## src/rtl/glitch_sequencer.sv

```systemverilog
// Fault-injection glitch sequencer: optional target reset, delay, then a train of glitch pulses.
// Optional external trigger wait is enabled by defining GLITCH_EXT_TRIGGER_EN.
module glitch_sequencer #(
  parameter int SYNC_STAGES = 2
) (
  input  logic        clk,
  input  logic        rst,
  input  logic        pulse_en_i,
  input  logic        reset_en_i,
  input  logic        abort_i,
  input  logic        trigger_i,
  input  logic [15:0] delay_i,
  input  logic [7:0]  width_i,
  input  logic [7:0]  num_pulses_i,
  input  logic [15:0] pulse_spacing_i,
  input  logic [15:0] reset_length_i,
  output logic        glitch_o,
  output logic        target_rst_o,
  output logic        busy_o,
  output logic        done_o
);

  typedef enum logic [2:0] {
    S_IDLE      = 3'd0,
    S_RESET     = 3'd1,
    S_WAIT_TRIG = 3'd2,
    S_DELAY     = 3'd3,
    S_PULSE     = 3'd4,
    S_SPACE     = 3'd5,
    S_DONE      = 3'd6
  } state_t;

  state_t      r_state;
  state_t      w_state_next;
  logic [15:0] r_cnt;
  logic [15:0] w_cnt_next;
  logic [7:0]  r_pulses;
  logic [7:0]  w_pulses_next;
  logic [15:0] r_delay;
  logic [7:0]  r_width;
  logic [7:0]  r_num;
  logic [15:0] r_space;

  logic        w_idle;
  logic        w_start;
  logic        w_trig_rise;
  logic [15:0] w_delay_sel;
  logic [7:0]  w_width_sel;
  logic [7:0]  w_num_sel;
  state_t      w_glitch_state;
  state_t      w_dly_state;
  logic [15:0] w_dly_cnt;
  logic        w_go_arm;
  logic        w_go_dly;
  logic        w_go_glitch;

  assign w_idle  = (r_state == S_IDLE);
  assign w_start = pulse_en_i | reset_en_i;
  assign busy_o  = !w_idle;

  // In IDLE the snapshots are not loaded yet, so decisions use the live inputs.
  assign w_delay_sel = w_idle ? delay_i      : r_delay;
  assign w_width_sel = w_idle ? width_i      : r_width;
  assign w_num_sel   = w_idle ? num_pulses_i : r_num;

  assign w_glitch_state = (w_num_sel == 8'd0 || w_width_sel == 8'd0) ? S_DONE : S_PULSE;
  assign w_dly_state    = (w_delay_sel != 16'd0) ? S_DELAY : w_glitch_state;
  assign w_dly_cnt      = (w_delay_sel != 16'd0) ? w_delay_sel : {8'd0, w_width_sel};

`ifdef GLITCH_EXT_TRIGGER_EN
  logic [SYNC_STAGES-1:0] r_sync;
  logic                   r_trig_prev;
  logic                   r_trig_rise;

  always_ff @(posedge clk or posedge rst) begin
    if (rst) begin
      r_sync      <= '0;
      r_trig_prev <= 1'b0;
      r_trig_rise <= 1'b0;
    end else begin
      r_sync      <= {r_sync[SYNC_STAGES-2:0], trigger_i};
      r_trig_prev <= r_sync[SYNC_STAGES-1];
      r_trig_rise <= r_sync[SYNC_STAGES-1] & ~r_trig_prev;
    end
  end

  assign w_trig_rise = r_trig_rise;
`else
  assign w_trig_rise = trigger_i & (SYNC_STAGES == 0);
`endif

  always_comb begin
    w_state_next  = r_state;
    w_cnt_next    = r_cnt;
    w_pulses_next = r_pulses;
    w_go_arm      = 1'b0;
    w_go_dly      = 1'b0;
    w_go_glitch   = 1'b0;

    case (r_state)
      S_IDLE: begin
        if (reset_en_i && reset_length_i != 16'd0) begin
          w_state_next = S_RESET;
          w_cnt_next   = reset_length_i;
        end else if (w_start) begin
          w_go_arm = 1'b1;
        end
      end
      S_RESET: begin
        if (r_cnt == 16'd1) w_go_arm = 1'b1;
        else                w_cnt_next = r_cnt - 16'd1;
      end
      S_WAIT_TRIG: begin
        if (w_trig_rise) w_go_dly = 1'b1;
      end
      S_DELAY: begin
        if (r_cnt == 16'd1) w_go_glitch = 1'b1;
        else                w_cnt_next = r_cnt - 16'd1;
      end
      S_PULSE: begin
        if (r_cnt == 16'd1) begin
          if (r_pulses == 8'd1) begin
            w_state_next = S_DONE;
          end else begin
            // Zero spacing chains the next pulse directly, keeping glitch_o high.
            w_pulses_next = r_pulses - 8'd1;
            w_state_next  = (r_space != 16'd0) ? S_SPACE : S_PULSE;
            w_cnt_next    = (r_space != 16'd0) ? r_space : {8'd0, r_width};
          end
        end else begin
          w_cnt_next = r_cnt - 16'd1;
        end
      end
      S_SPACE: begin
        if (r_cnt == 16'd1) begin
          w_state_next = S_PULSE;
          w_cnt_next   = {8'd0, r_width};
        end else begin
          w_cnt_next = r_cnt - 16'd1;
        end
      end
      S_DONE:  w_state_next = S_IDLE;
      default: w_state_next = S_IDLE;
    endcase

`ifdef GLITCH_EXT_TRIGGER_EN
    if (w_go_arm) w_state_next = S_WAIT_TRIG;
`else
    if (w_go_arm) w_go_dly = 1'b1;
`endif
    if (w_go_dly) begin
      w_state_next  = w_dly_state;
      w_cnt_next    = w_dly_cnt;
      w_pulses_next = w_num_sel;
    end
    if (w_go_glitch) begin
      w_state_next = w_glitch_state;
      w_cnt_next   = {8'd0, w_width_sel};
    end
    if (abort_i && !w_idle) w_state_next = S_IDLE;
  end

  always_ff @(posedge clk or posedge rst) begin
    if (rst) begin
      r_state      <= S_IDLE;
      r_cnt        <= '0;
      r_pulses     <= '0;
      r_delay      <= '0;
      r_width      <= '0;
      r_num        <= '0;
      r_space      <= '0;
      glitch_o     <= 1'b0;
      target_rst_o <= 1'b0;
      done_o       <= 1'b0;
    end else begin
      r_state  <= w_state_next;
      r_cnt    <= w_cnt_next;
      r_pulses <= w_pulses_next;
      if (w_idle && w_start) begin
        r_delay <= delay_i;
        r_width <= width_i;
        r_num   <= num_pulses_i;
        r_space <= pulse_spacing_i;
      end
      glitch_o     <= (w_state_next == S_PULSE);
      target_rst_o <= (w_state_next == S_RESET);
      done_o       <= (w_state_next == S_DONE);
    end
  end

endmodule

```

## config.mk

```make
export PLATFORM = sky130hd
export DESIGN_NAME = glitch_sequencer
export DESIGN_NICKNAME = d
export VERILOG_FILES = /design/src/rtl/glitch_sequencer.sv
export SDC_FILE = /design/constraint.sdc
export NUM_CORES = 1
export LEC_CHECK = 0
export ABC_AREA = 1
export BUFFER_PORTS_ARGS = -buffer_cell sky130_fd_sc_hd__buf_4
export CORE_ASPECT_RATIO = 0.75
export CORE_MARGIN = 10
export CORE_UTILIZATION = 49
export DETAILED_ROUTE_END_ITERATION = 8
export PLACE_DENSITY = 0.7
export SYNTH_ARGS = -nofsm -noshare
export SYNTH_HDL_FRONTEND = slang
export SYNTH_SLANG_ARGS = --single-unit
```

## constraint.sdc

```tcl
create_clock -name clk -period 3.87 [get_ports clk]
set_clock_uncertainty 0.15 [all_clocks]
set_input_delay 0.5805 -clock clk [delete_from_list [all_inputs] [get_ports clk]]
set_output_delay 0.5805 -clock clk [all_outputs]
set_load 0.03 [all_outputs]
```

==> qor.txt <==
Outcome: finished, final reports clean
Initial DRC Count: 522
DR vias/cell: 5.44
Sequential area share after synthesis: 37.6%
ANT cells: 0
Share of layout cells above drive strength 1: 13.5%
Synth Register Bits: 78
Crit start category: flip-flop
Commonest non-fill, non-tap cell in the layout: nand2_1
DR pass1 iterations: 5
Starting Density: 50.4%
PnR worst setup slack: 0.720 ns
Largest net degree at the start of global routing: 56
Worst reg2reg startpoint: r_state[0]$_DFF_PP0_
Post-Layout Cell Count: 1003
GRT overflow: 0
Worst path max stage delay: 0.47 ns
DRC viols: 0
Clk sink count: 78
CP Cell Sequence: nor2_4, nand2_4, nor2_4, buf_4, a21oi_1, buf_4, nand3_1, nand2_1, nor2_1, nand2_1, nor2_1
Multi-input logic area: 2860 um2
Clock transition at the registers of the reported paths: 0.06 ns
Root buf cell: clkbuf_16
Hold buffer count at cts: 0
WP data arrival: 3.25 ns
Worst setup path endpoint: target_rst_o$_DFF_PP0_
Hold WS: 0.202 ns
Fin. max-slew vios: 0
Post-synthesis cell area: 5190 um2
Routability congestion estimate: 1.01
CTS tree: done
F_max: 0.317 GHz
Commonest non-fill, non-tap cells in the layout: nand2_1, nor2_1, nand3_1
Least-Margin Pin Slew: 1.18 ns
DIE AREA: 15100 um2
Clk Latency, worst-skew pair: 0.34 ns
Total number of vias: 5458
Avg Synthesized Cell Area: 6.45 um2
Initial antenna violation count: 0
Required @ worst endpoint: 3.97 ns
Tot Pwr: 0.00514 W
Setup TNS: 0 ns
Top delay family on crit path: simple AND/OR/NAND/NOR gates
Row cnt: 32
Bufs on Longest Clock Path: 2
Post-Syn Instances: 804
Total GRT Usage: 21.0%
Estimated wirelength of the detail-placed design: 12100 um
Yosys cell types: 35
CP Class: flip-flop to flip-flop
R2r setup slk: 0.72 ns
Final worst path period need: 3.15 ns
Critical Path Start: r_state[0]$_DFF_PP0_
IO Count: 74
Reg2reg end: target_rst_o$_DFF_PP0_
RSZ-0062 raised after global routing: no
Core area: 10300 um2
Vias in the first global route: 5048
Hold WC Path Type: input port to asynchronous set/reset pin
Max_cap viols: 0
Die Y: 109 um
Syn nets: 878
Global-route wire length before repair: 25900 um
Pleak: 3.18 nW
IO Port Bufs: 72
CP endpoint kind: flip-flop
H-Tree Depth: 3
Fin crit share: 81.4%
Final nets: 936
Post-CTS Setup Bufs: 0
Worst slack, placed: 0.788 ns
WP depth: 11
Placed insts: 987
Worst R2R Path Depth: 11
Final wirelength: 16100 um
Crit path buf inv count: 2
Fill cells: 1000
PwrDens: 838 nW/um2
Max FO, Critical Path: 55
Area growth syn-to-layout: 18.2%
Slowest cell on the critical path: buf_4
Synth warnings: 0
Drt wl/cell: 16.1 um
Final setup violation count: 0
Final hold viol count: 0
Post-route ant nets: 0
Maximum vdd drop: 0.426 mV
Register area: 1950 um2
TritonCTS Buffers: 9
Die W: 139 um
Slew margin rel.: 21.2%
# resized after CTS: 0
==> worst reg2reg max path, cell delays in order, from the launching register on <==
cell	delay, ns
dfrtp_1	0.42
nor2_4	0.39
nand2_4	0.43
nor2_4	0.21
buf_4	0.47
a21oi_1	0.19
buf_4	0.26
nand3_1	0.15
nand2_1	0.06
nor2_1	0.11
nand2_1	0.06
nor2_1	0.17
==> layout make-up <==
cell class              count  share of cell area [%]
clock buffers               9                    3.67
clock inverters             7                    1.69
inverters                  61                    3.73
multi-input cells         635                    46.7
flip-flops and latches     78                    31.8
well taps                 136                    2.78
repair buffers             77                    9.63
==> worst min path at each step <==
stage	to	slack, ns	cells after the start
after floorplan	r_delay[0]$_DFFE_PP0P_	0.29	2
after global placement	r_delay[15]$_DFFE_PP0P_	0.30	2
after detailed placement	r_delay[10]$_DFFE_PP0P_	0.31	2
after CTS	r_num[2]$_DFFE_PP0P_	0.23	2
after global routing	r_num[6]$_DFFE_PP0P_	0.26	2
final	r_num[6]$_DFFE_PP0P_	0.20	2
==> cell usage after synthesis, drive strengths merged <==
cell / instances / area [um2]
o21a: 1 / 7.51
buf: 21 / 119
or2: 1 / 6.26
clkbuf: 9 / 33.8
o22ai: 1 / 6.26
nand4: 8 / 50.1
o211ai: 3 / 22.5
xnor2: 6 / 52.6
nor3: 8 / 51.3
o221ai: 5 / 43.8
clkinv: 2 / 7.51
nand2: 331 / 1260
ha: 4 / 50.1
nor4: 1 / 6.26
nor2: 96 / 393
nand3b: 2 / 15.0
nand3: 86 / 435
o21ai: 46 / 238
a21oi: 27 / 139
dfrtp: 78 / 1950
inv: 59 / 221
xor2: 9 / 78.8
==> metal layers <==
metal,part of all wire (%),global-route usage (%),wire (um)
met5,0,0,0
met2,40,29.9,6510
met1,48,30.2,7790
met3,9.2,5.78,1480
met4,2.0,6.02,319
==> power by group <==
part,internal (W),switching [W],total [W]
Clock,0.000574,0.000370,0.000944
Sequential,0.00121,0.000309,0.00152
Combinational,0.000845,0.00183,0.00267
==> cells by family (layout without fill, tap and decap cells) <==
kind of cell	Yosys count	count (layout)	synth area share, %
buf+inv	91	154	7.36
compound gates	83	83	8.81
fa+ha+maj	4	4	0.965
simple gates	533	533	42.7
flops	78	78	37.6
xor+xnor	15	15	2.53
==> registers in the layout, indices dropped and copies added, names as in the netlist <==
signal / cells
r_state: 3
r_width: 8
r_cnt: 16
target_rst_o: 1
r_num: 8
r_pulses: 8
done_o: 1
r_delay: 16
glitch_o: 1
r_space: 16
==> through the flow <==
step           cell area [um2]  utilization, %
4_1_cts                   6130            59.6
3_5_place_dp              5800            56.4
5_1_grt                   6130            59.6
2_1_floorplan             5190               -
3_3_place_gp              5800            56.4
6_report                  6130            59.6
No activity file was read; power rests on OpenSTA's default activity.
